$ cat src/rtl/fetch_seq_pkg.sv
// rtl/fetch_seq_pkg.sv - shared types and constants for the fetch sequencer
package fetch_seq_pkg;

    typedef enum logic [1:0] {
        IDLE = 2'd0,
        REQ  = 2'd1,
        FULL = 2'd2
    } fetch_state_t;

    localparam int INSTR_W = 32;
    localparam int PC_STEP = 4;

endpackage

$ cat src/rtl/fetch_slot.sv
// rtl/fetch_slot.sv - registered single-entry fetch-to-decode slot with load, hold and flush
module fetch_slot
    import fetch_seq_pkg::*;
#(
    parameter int N = 64
) (
    input  logic               clk,
    input  logic               reset,
    input  logic               load,
    input  logic               flush,
    input  logic [INSTR_W-1:0] load_instr,
    input  logic [N-1:0]       load_pc,
    output logic               valid,
    output logic [INSTR_W-1:0] instr,
    output logic [N-1:0]       pc
);

    // Slot register: flush only drops the valid bit, the stale payload is harmless.
    always_ff @(posedge clk) begin
        if (reset) begin
            valid <= 1'b0;
            instr <= '0;
            pc    <= '0;
        end else if (flush) begin
            valid <= 1'b0;
        end else if (load) begin
            valid <= 1'b1;
            instr <= load_instr;
            pc    <= load_pc;
        end
    end

endmodule

$ cat src/rtl/fetch_sequencer.sv
// rtl/fetch_sequencer.sv - fetch-stage PC sequencer with imem handshake, redirects and optional FETCH_SEQ_PERF_EN counters
module fetch_sequencer
    import fetch_seq_pkg::*;
#(
    parameter int            N        = 64,
    parameter logic [N-1:0]  RESET_PC = '0
) (
    input  logic               clk,
    input  logic               reset,
    input  logic               PCSrc_F,
    input  logic [N-1:0]       PCBranch_F,
    input  logic               stall_D,
    output logic               imem_req,
    output logic [N-1:0]       imem_addr_F,
    input  logic               imem_ack,
    input  logic [INSTR_W-1:0] imem_rdata,
    output logic               instr_valid_D,
    output logic [INSTR_W-1:0] instr_D,
    output logic [N-1:0]       pc_D
`ifdef FETCH_SEQ_PERF_EN
    ,
    output logic [31:0]        fetch_count,
    output logic [31:0]        redirect_count
`endif
);

    fetch_state_t state, state_nx;
    logic [N-1:0] pc_q, pc_nx;
    logic [N-1:0] redir_tgt_q;
    logic         redir_pend_q;
    logic         pend_set, pend_clr;
    logic         slot_load, slot_flush;

    // State register and PC register.
    always_ff @(posedge clk) begin
        if (reset) begin
            state <= IDLE;
            pc_q  <= RESET_PC;
        end else begin
            state <= state_nx;
            pc_q  <= pc_nx;
        end
    end

    // Redirect that arrives while a request is still waiting for its ack; the
    // address must stay put until the memory answers, so the target is parked here.
    always_ff @(posedge clk) begin
        if (reset) begin
            redir_pend_q <= 1'b0;
            redir_tgt_q  <= '0;
        end else if (pend_set) begin
            redir_pend_q <= 1'b1;
            redir_tgt_q  <= PCBranch_F;
        end else if (pend_clr) begin
            redir_pend_q <= 1'b0;
        end
    end

    // Next-state, next-PC and slot control decisions.
    always_comb begin
        state_nx   = state;
        pc_nx      = pc_q;
        slot_load  = 1'b0;
        slot_flush = 1'b0;
        pend_set   = 1'b0;
        pend_clr   = 1'b0;
        case (state)
            IDLE: begin
                state_nx = REQ;
                if (PCSrc_F) begin
                    pc_nx = PCBranch_F;
                end
            end
            REQ: begin
                if (imem_ack) begin
                    pend_clr = 1'b1;
                    if (PCSrc_F) begin
                        // A fresh redirect beats any parked target.
                        pc_nx = PCBranch_F;
                    end else if (redir_pend_q) begin
                        pc_nx = redir_tgt_q;
                    end else begin
                        slot_load = 1'b1;
                        pc_nx     = pc_q + N'(PC_STEP);
                        state_nx  = FULL;
                    end
                end else if (PCSrc_F) begin
                    pend_set = 1'b1;
                end
            end
            FULL: begin
                if (PCSrc_F) begin
                    slot_flush = 1'b1;
                    pc_nx      = PCBranch_F;
                    state_nx   = REQ;
                end else if (!stall_D) begin
                    if (imem_ack) begin
                        slot_load = 1'b1;
                        pc_nx     = pc_q + N'(PC_STEP);
                    end else begin
                        // Decode took the slot but memory is slow: keep asking from REQ.
                        slot_flush = 1'b1;
                        state_nx   = REQ;
                    end
                end
            end
            default: begin
                state_nx = IDLE;
            end
        endcase
    end

    // Request output: in FULL it is only raised when the slot can be replaced.
    always_comb begin
        imem_req = 1'b0;
        case (state)
            REQ:     imem_req = 1'b1;
            FULL:    imem_req = !stall_D && !PCSrc_F;
            default: imem_req = 1'b0;
        endcase
    end

    assign imem_addr_F = pc_q;

    fetch_slot #(
        .N (N)
    ) u_slot (
        .clk        (clk),
        .reset      (reset),
        .load       (slot_load),
        .flush      (slot_flush),
        .load_instr (imem_rdata),
        .load_pc    (pc_q),
        .valid      (instr_valid_D),
        .instr      (instr_D),
        .pc         (pc_D)
    );

`ifdef FETCH_SEQ_PERF_EN
    // Free-running event counters, wrapping at 2^32.
    always_ff @(posedge clk) begin
        if (reset) begin
            fetch_count    <= '0;
            redirect_count <= '0;
        end else begin
            if (slot_load) begin
                fetch_count <= fetch_count + 32'd1;
            end
            if (PCSrc_F) begin
                redirect_count <= redirect_count + 32'd1;
            end
        end
    end
`endif

endmodule

$ cat config.mk
export PLATFORM = sky130hd
export DESIGN_NAME = fetch_sequencer
export DESIGN_NICKNAME = d
export VERILOG_FILES = /design/src/rtl/fetch_seq_pkg.sv /design/src/rtl/fetch_slot.sv /design/src/rtl/fetch_sequencer.sv
export SDC_FILE = /design/constraint.sdc
export NUM_CORES = 1
export LEC_CHECK = 0
export CORE_UTILIZATION = 50
export DETAILED_ROUTE_END_ITERATION = 8
export PLACE_DENSITY_LB_ADDON = 0.12
export SLEW_MARGIN = 20
export SYNTH_ARGS = -nofsm -noshare
export SYNTH_HDL_FRONTEND = slang
export SYNTH_SLANG_ARGS = --single-unit
$ cat constraint.sdc
create_clock -name clk -period 2.9 [get_ports clk]
set_input_delay 0.58 -clock clk [delete_from_list [all_inputs] [get_ports clk]]
set_output_delay 0.58 -clock clk [all_outputs]
set_load 0.005 [all_outputs]
Word-level counts from Yosys, hierarchy flattened
Cells that the tools add are included.
W data, S select, Z words.
{"block": "totals", "reg_bits": 228}
{"block": "op_classes", "add_sub_neg": 1, "n_eq_ne": 9, "mux": 33, "bitwise": 1, "n_reduce_logical": 10}
{"cell": "$mux W64", "n": 7}
{"cell": "$pmux W64 S3", "n": 1}
{"cell": "$add A64 B3 Y64 const B", "n": 1}
{"cell": "$mux W1", "n": 16}
{"cell": "$mux W2", "n": 6}
{"cell": "$reduce_and A5 Y1", "n": 2}
{"cell": "$ne A3 B3 Y1 const B", "n": 3}
{"cell": "$ne A2 B2 Y1 const B", "n": 4}
{"cell": "$pmux W2 S3", "n": 1}
{"cell": "$pmux W1 S2", "n": 2}
{"cell": "$reduce_bool A3 Y1", "n": 1}
{"cell": "$eq A2 B1 Y1 const B", "n": 1}
{"cell": "$eq A2 B2 Y1 const B", "n": 1}
{"cell": "$logic_not A1 Y1", "n": 2}
{"cell": "$logic_not A2 Y1", "n": 1}
{"cell": "$reduce_and A2 Y1", "n": 1}
{"cell": "$reduce_bool A2 Y1", "n": 1}
{"cell": "$reduce_or A2 Y1", "n": 1}
{"cell": "$logic_and A1 B1 Y1", "n": 1}
{"cell": "$not A1 Y1", "n": 1}

Depth between registers and ports, before layout
Gate-level depths: netlist of run 1.
{"block": "logic_depth", "depth_word": 6, "mapped_depth": 11}

By module
From an unflattened synthesis of run 1, not the netlist that was laid out.
{"block": "unflattened", "cells_unflattened": 1502, "hier_area_um2": 12125.4}
{"module": "fetch_sequencer", "n_inst": 1, "cells_each": 1063, "area_each_um2": 7776.2, "seq_area_each_um2": 2622.5}
{"module": "fetch_slot", "n_inst": 1, "cells_each": 439, "area_each_um2": 4349.2, "seq_area_each_um2": 1941.9}

Worst setup path before layout of run 1
Ideal clock, no wire load.
{"block": "synth_path", "kind": "reg2reg", "start": "register state[0]", "end": "register u_slot.pc[49]", "arrival_ns": 2.229, "required_time_ns": 2.830, "setup_slack_ns": 0.600, "stages_incl_launch_ff": 11, "path_buffers": 3, "synth_period_minus_slack_ns": 2.300, "cell_sequence": "dfxtp_1 inv_1 ha_1 nor2b_1 buf_2 nand2_1 a21oi_1 clkbuf_1 buf_1 nand2_1 a21oi_1"}
{"block": "synth_between", "elab_chain_len": 4, "word_cells_on_any_way": 6, "cone_classes": "2 x eq/ne; 2 x mux; 1 x bitwise; 1 x reduce/logical"}
{"element": "start: declaration", "line_no": "fetch_sequencer.sv:27", "text": "fetch_state_t state, state_nx;"}
{"element": "start signal: assignment", "line_no": "fetch_sequencer.sv:40", "text": "state <= state_nx;"}
{"element": "$eq A2 B2 Y1", "line_no": "fetch_sequencer.sv:67", "text": "case (state)"}
{"element": "$mux W1", "line_no": "fetch_sequencer.sv:67"}
{"element": "$not A1 Y1 (no source line)"}
{"element": "$reduce_and A2 Y1 (no source line) *"}
{"element": "end signal: assignment", "line_no": "fetch_slot.sv:29", "text": "pc <= load_pc;"}
{"element": "end: declaration", "line_no": "fetch_slot.sv:15", "text": "output logic [N-1:0] pc"}
Every way passes the cells marked *; elsewhere a longest branch is shown, timed or not.
A chain may end at the register's enable or synchronous reset.

Worst setup path after layout of run 1
{"block": "layout_path", "start": "register state[1]", "end": "register pc_q[34], in the netlist imem_addr_F[34]"}
{"block": "layout_between", "elab_chain_len": 3, "word_cells_on_any_way": 10, "cone_classes": "6 x eq/ne; 1 x mux; 3 x reduce/logical"}
{"element": "$eq A2 B2 Y1 (tied with other cells)", "line_no": "fetch_sequencer.sv:67"}
{"element": "$ne A3 B3 Y1 (no source line) (tied with other cells)"}
{"element": "$reduce_and A5 Y1 (no source line)"}
{"element": "end signal: assignment", "line_no": "fetch_sequencer.sv:41", "text": "pc_q <= pc_nx;"}
{"element": "end: declaration", "line_no": "fetch_sequencer.sv:28", "text": "logic [N-1:0] pc_q, pc_nx;"}
Several ways; a longest one is shown, not always the timed one.

==> flow_summary.json, run 1 <==
{
  "run_status": "finished, violations left",
  "violations": "design-rule violations",
  "clock_path_buffers": 3,
  "fp.coreArea_mm2": 0.0220,
  "port_buffers": 262,
  "die_y_um": 152,
  "worst_clock_skew_ps": 17.7,
  "top_usage_layer": "met2",
  "ant_nets": 0,
  "gr-usage-met2_pct": 56.5,
  "syn_avg_cell_area_um2": 7.39,
  "design_area_mm2": 0.0154,
  "crit_arrival_ps": 3080,
  "antenna_found_initial": 0,
  "die_w_um": 152,
  "routed_wl_mm": 39.6,
  "grt_use_met3_pct": 6.60,
  "hold_class": "input pin to flip-flop",
  "hpwlAfterDp_mm": 26.7,
  "cts_max_level": 1,
  "synth_top_area_share_pct": 40.4,
  "r2r_start": "state[1]",
  "clockRootBuffer": "clkbuf_16",
  "post-place-ws_ps": 166,
  "ys_warn_count": 0,
  "path_class": "flip-flop to flip-flop",
  "wire_per_inst_um": 19.2,
  "fin_crit_sh_pct": 92.1,
  "grt_max_degree": 150,
  "cp_data_required_time_ps": 3310,
  "initial_core_util_pct": 51.4,
  "crit_path_end_kind": "flip-flop",
  "clk_latency_ps": 540,
  "timing.final.ws_setup_ps": 229,
  "yosysTopAreaCell": "dfxtp_1",
  "synthFlopType": "dfxtp_1",
  "dieArea_mm2": 0.0232,
  "async_flop_share_pct": 0,
  "finalSetupViolations": 0,
  "holdPathEnd": "imem_addr_F[38]",
  "synthTopCellsByArea": "dfxtp_1 (40%), nand2_1 (13%), a21oi_1 (10%)",
  "cts_buffers": 25,
  "cap_violations": 0,
  "max_freq_ghz": 0.374,
  "route.detailed.drc": 17,
  "viasPerCell": 6.08,
  "synth_enable_flop_cells": 0,
  "fin_nets": 1876,
  "power_density_mw_per_mm2": 817,
  "dr.pass1.iters": 7,
  "ctsHoldBuffers": 0,
  "tns_ps": 0,
  "r2r_slack_ps": 230,
  "cts_sinks": 228,
  "cts_tree": "built",
  "grt_pass1_wl_mm": 62.7,
  "hold_depth": 2,
  "ys_seq_elements": 228,
  "r2r_end": "imem_addr_F[34]",
  "final_cell_mix": "nand2_1 (398), clkdlybuf4s50_1 (260), dfxtp_1 (228)",
  "synth_cell_types": 78,
  "ios": 263,
  "layout_min_cycle_time_ps": 2670,
  "ys_seq_area_share_pct": 40.4,
  "startpoint_type": "flip-flop",
  "maxSlewViolCount": 0,
  "first_global_vias": 11839,
  "gr-usage-all-layers_pct": 33.0,
  "placed_cell_area_mm2": 0.0146,
  "antenna_cells": 0,
  "num_vias": 12570,
  "postCtsSetupRepairBufs": 0,
  "clkTransAtPathRegs_ps": 60,
  "area_delta_synth_final_pct": 36.9,
  "ir_drop_mv": 0.707,
  "synthesis.nets": 1634,
  "dr.first_iter.drc_count": 1045,
  "rows": 54,
  "grt_overflow": 0,
  "hold_viol": 0,
  "synth_cells": 1528,
  "worstHoldStart": "reset",
  "use_met1_pct": 41.0,
  "reg2regPathDepth": 9,
  "netlist_area_mm2": 0.0113,
  "slew-limit-headroom_pct": 49.5,
  "rsz0062_at_grt": "no",
  "final_common_cell": "nand2_1",
  "worst-path-max-fanout": 9,
  "layout-drive-gt1-share_pct": 9.07,
  "gp_congestion": 0.984,
  "tightestPinTransition_ps": 757,
  "power_leakage_nw": 5.35
}
[what timing repair did]
item,CTS,global route
cloned,0,0
setup endpoints to repair,1,1
gates resized for setup,1,4
[routing by layer]
metal  routed length, um  vias to the layer above
li1                    -                     5913
met1               15600                     5877
met2               18700                      689
met3                4060                       91
met4                1240                        0
met5                   0                        -
[sequential cells by signal (all words and copies together) (netlist names)]
signal,cells
state,2
imem_addr_F,64
u_slot.pc,64
u_slot.instr,32
redir_tgt_q,64
redir_pend_q,1
u_slot.valid,1
[Yosys cell counts (6+ instances only)]
master    instances
inv_1            18
buf_2            15
nand2_1         398
and4_1           10
xor2_1            9
nand4_1          22
o221ai_1         24
dfxtp_1         228
or3_1             7
a22oi_1          18
nand2b_1          7
clkbuf_1        108
xnor2_1           8
o211ai_1         11
nor3_1           22
a211oi_1         10
a21oi_1         225
a221oi_1         22
a21o_1            9
nand3_1          37
nor2_1           83
a221o_1           6
and3_1           16
nor4_1           14
a31oi_1          15
o22ai_1           9
o21ai_0          68
[how the worst max path moves through the flow]
stage / start / endpoint / slack, ps / cells after the start
CTS: state[0] / imem_req / 60 / 7
finish: state[1] / imem_addr_F[34] / 230 / 9
global route: state[1] / imem_addr_F[19] / 60 / 9
detailed placement: imem_ack / imem_addr_F[27] / 170 / 7
global placement: imem_ack / imem_addr_F[25] / 230 / 7
floorplan: state[0] / u_slot.pc[49] / 600 / 10
[where the power goes]
group | leakage (nW) | internal (mW) | switching (mW) | total, mW
Sequential | 1.85 | 3.60 | 0.592 | 4.20
Clock | 0.387 | 1.80 | 1.34 | 3.14
Combinational | 3.11 | 2.39 | 2.91 | 5.29
[final cells by class]
class	count	area, um2
Clock buffer	34	709
Clock inverter	10	86.3
Fill cell	1790	6510
Inverter	18	67.6
Multi-Input combinational cell	1150	6210
Sequential cell	228	4560
Tap cell	280	350
Timing Repair Buffer	347	3460
[stage by stage]
step                power [mW]  hold slack (ps)  utilization (%)  instances
global route              13.3              372             70.4       2067
global placement          9.31              439             66.6       2023
CTS                       12.5              357             70.3       2067
floorplan                 6.87              433                -       1528
detailed placement        9.41              445             66.6       2023
finish                    12.6              376             70.4       2067
[critical path: stages, from the launching register on]
cell and delay [ps]:
dfxtp_1 420, inv_1 110, ha_1 280, buf_4 200
or3b_2 620, nand2_1 300, a2bb2oi_1 300, a21oi_1 70
o32ai_1 160, nor3_1 70
[logic make-up (layout without fill, tap and decap cells)]
| kind of cell | after synthesis | in the layout | synth area share, % |
|---|---|---|---|
| AND/OR/NAND/NOR | 649 | 649 | 25.8 |
| AO/OA/AOI/OAI | 472 | 472 | 26.1 |
| flip-flops | 228 | 228 | 40.4 |
| buffers and inverters | 150 | 409 | 5.22 |
| XOR/XNOR | 17 | 17 | 1.32 |
| multiplexers | 7 | 7 | 0.643 |
| adder cells (fa/ha/maj) | 5 | 5 | 0.554 |
No activity file was read; power rests on OpenSTA's default activity.
==> run 2: changes to the inputs <==
--- a/config.mk
+++ b/config.mk
@@ -5,7 +5,7 @@
 export SDC_FILE = /design/constraint.sdc
 export NUM_CORES = 1
 export LEC_CHECK = 0
-export CORE_UTILIZATION = 50
+export CORE_UTILIZATION = 51
 export DETAILED_ROUTE_END_ITERATION = 8
 export PLACE_DENSITY_LB_ADDON = 0.12
 export SLEW_MARGIN = 20
==> flow_summary.json, run 2 (synthesized netlist as in run 1, its figures left out) <==
{
  "run_status": "finished, final reports clean",
  "ant_nets": 0,
  "antenna_cells": 0,
  "finalSetupViolations": 0,
  "fp.coreArea_mm2": 0.0218,
  "hpwlAfterDp_mm": 26.5,
  "cts_max_level": 1,
  "cp_slowest_cell": "clkdlybuf4s50_1",
  "gr-usage-all-layers_pct": 32.7,
  "crit_buf_inv": 3,
  "worst_clock_skew_ps": 16.5,
  "cp_cell_sequence": "inv_1 > ha_1 > inv_1 > nor2_1 > clkdlybuf4s50_1",
  "tightestPinTransition_ps": 601,
  "initial_core_util_pct": 51.9,
  "grt_overflow": 0,
  "gp_congestion": 0.955,
  "first_global_vias": 11619,
  "port_buffers": 262,
  "placed_cell_area_mm2": 0.0146,
  "fin_cells": 2065,
  "maxSlewViolCount": 0,
  "tns_ps": 0,
  "max_freq_ghz": 0.353,
  "worst-path-max-fanout": 9,
  "power_density_mw_per_mm2": 814,
  "cp_data_required_time_ps": 2320,
  "rows": 54,
  "route.detailed.drc": 0,
  "die_y_um": 151,
  "wire_per_inst_um": 18.8,
  "routed_wl_mm": 38.8,
  "ir_drop_mv": 0.573,
  "clkTransAtPathRegs_ps": 50,
  "ios": 263,
  "crit_path_end_kind": "output pin",
  "clock_path_buffers": 3,
  "die_w_um": 151,
  "layout-drive-gt1-share_pct": 8.68,
  "grt_pass1_wl_mm": 59.6,
  "dr.pass1.iters": 5,
  "ctsHoldBuffers": 0,
  "crit_family": "buffers and inverters",
  "dr.first_iter.drc_count": 1193,
  "hold_class": "input pin to flip-flop",
  "clk_latency_ps": 530,
  "cts_buffers": 25,
  "startpoint_type": "flip-flop",
  "post_cts_resized": 0,
  "critPathMaxStageDelay_ps": 550,
  "regArea_mm2": 0.00456,
  "slew-limit-headroom_pct": 59.8,
  "critPathMostFrequentCell": "inv_1",
  "layout_min_cycle_time_ps": 2840,
  "rsz0062_at_grt": "no",
  "num_vias": 12560,
  "fin_hold_ws_ps": 442,
  "cts_sinks": 228,
  "crit_arrival_ps": 2260,
  "fin_crit_sh_pct": 97.8,
  "cap_violations": 0,
  "design_area_mm2": 0.0154,
  "fin_nets": 1877,
  "placed_cells": 2024,
  "final_cell_mix": "nand2_1 (398), clkdlybuf4s50_1 (261), dfxtp_1 (228)",
  "multi_input_area_mm2": 0.00620,
  "dieArea_mm2": 0.0227,
  "viasPerCell": 6.08,
  "hold_viol": 0,
  "power_leakage_nw": 5.31,
  "final_common_cell": "nand2_1",
  "path_class": "flip-flop to output pin",
  "postCtsSetupRepairBufs": 0,
  "fill_cells": 1782,
  "cts_tree": "built",
  "clockRootBuffer": "clkbuf_16",
  "grt_max_degree": 84,
  "area_delta_synth_final_pct": 36.3,
  "antenna_found_initial": 0
}
==> run 2: worst paths after layout <==
path	slack, ps	to	depth (start not counted)	startpoint
worst max register to register	290	imem_addr_F[28]	8	state[0]
worst min-delay path	440	redir_tgt_q[2]	2	reset
worst max-delay path	60	imem_req	5	state[0]
worst min register to register	450	u_slot.pc[25]	2	u_slot.pc[25]
==> run 2: power breakdown <==
part | switching [mW] | internal [mW]
logic | 2.91 | 2.35
clock network | 1.27 | 1.83
registers | 0.543 | 3.60
total | 4.73 | 7.79
==> run 2: layout make-up <==
| class | instances | share of cell area (%) |
|---|---|---|
| clock buffer | 37 | 4.55 |
| clock inverter | 4 | 0.480 |
| inverter | 18 | 0.439 |
| multi-input combinational | 1150 | 40.3 |
| sequential | 228 | 29.7 |
| tap | 280 | 2.28 |
| timing repair buffer | 348 | 22.3 |
==> run 2: worst reg2reg max path, stage by stage (launching register included) <==
cell	delay (ps)
dfxtp_1	400
inv_1	100
ha_1	440
mux2i_1	210
a311oi_4	370
nand2_1	240
a221oi_1	370
a21oi_1	130
o211a_1	240
==> run 2: per-stage QoR <==
stage          power [mW]  setup WS, ps  utilization, %
2_1_floorplan        6.87           600               -
3_3_place_gp         9.22           147            67.1
3_5_place_dp         9.33           115            67.1
4_1_cts              12.4          26.1            70.7
5_1_grt              13.1          11.6            70.7
6_report             12.5          64.3            70.7
==> run 2: per-layer routing <==
metal / up-vias / share of wire (%) / GRT usage, %
li1: 5915 / - / -
met1: 5841 / 39 / 41.9
met2: 684 / 47 / 54.6
met3: 120 / 9.7 / 5.03
met4: 0 / 3.7 / 14.2
met5: - / 0 / 0
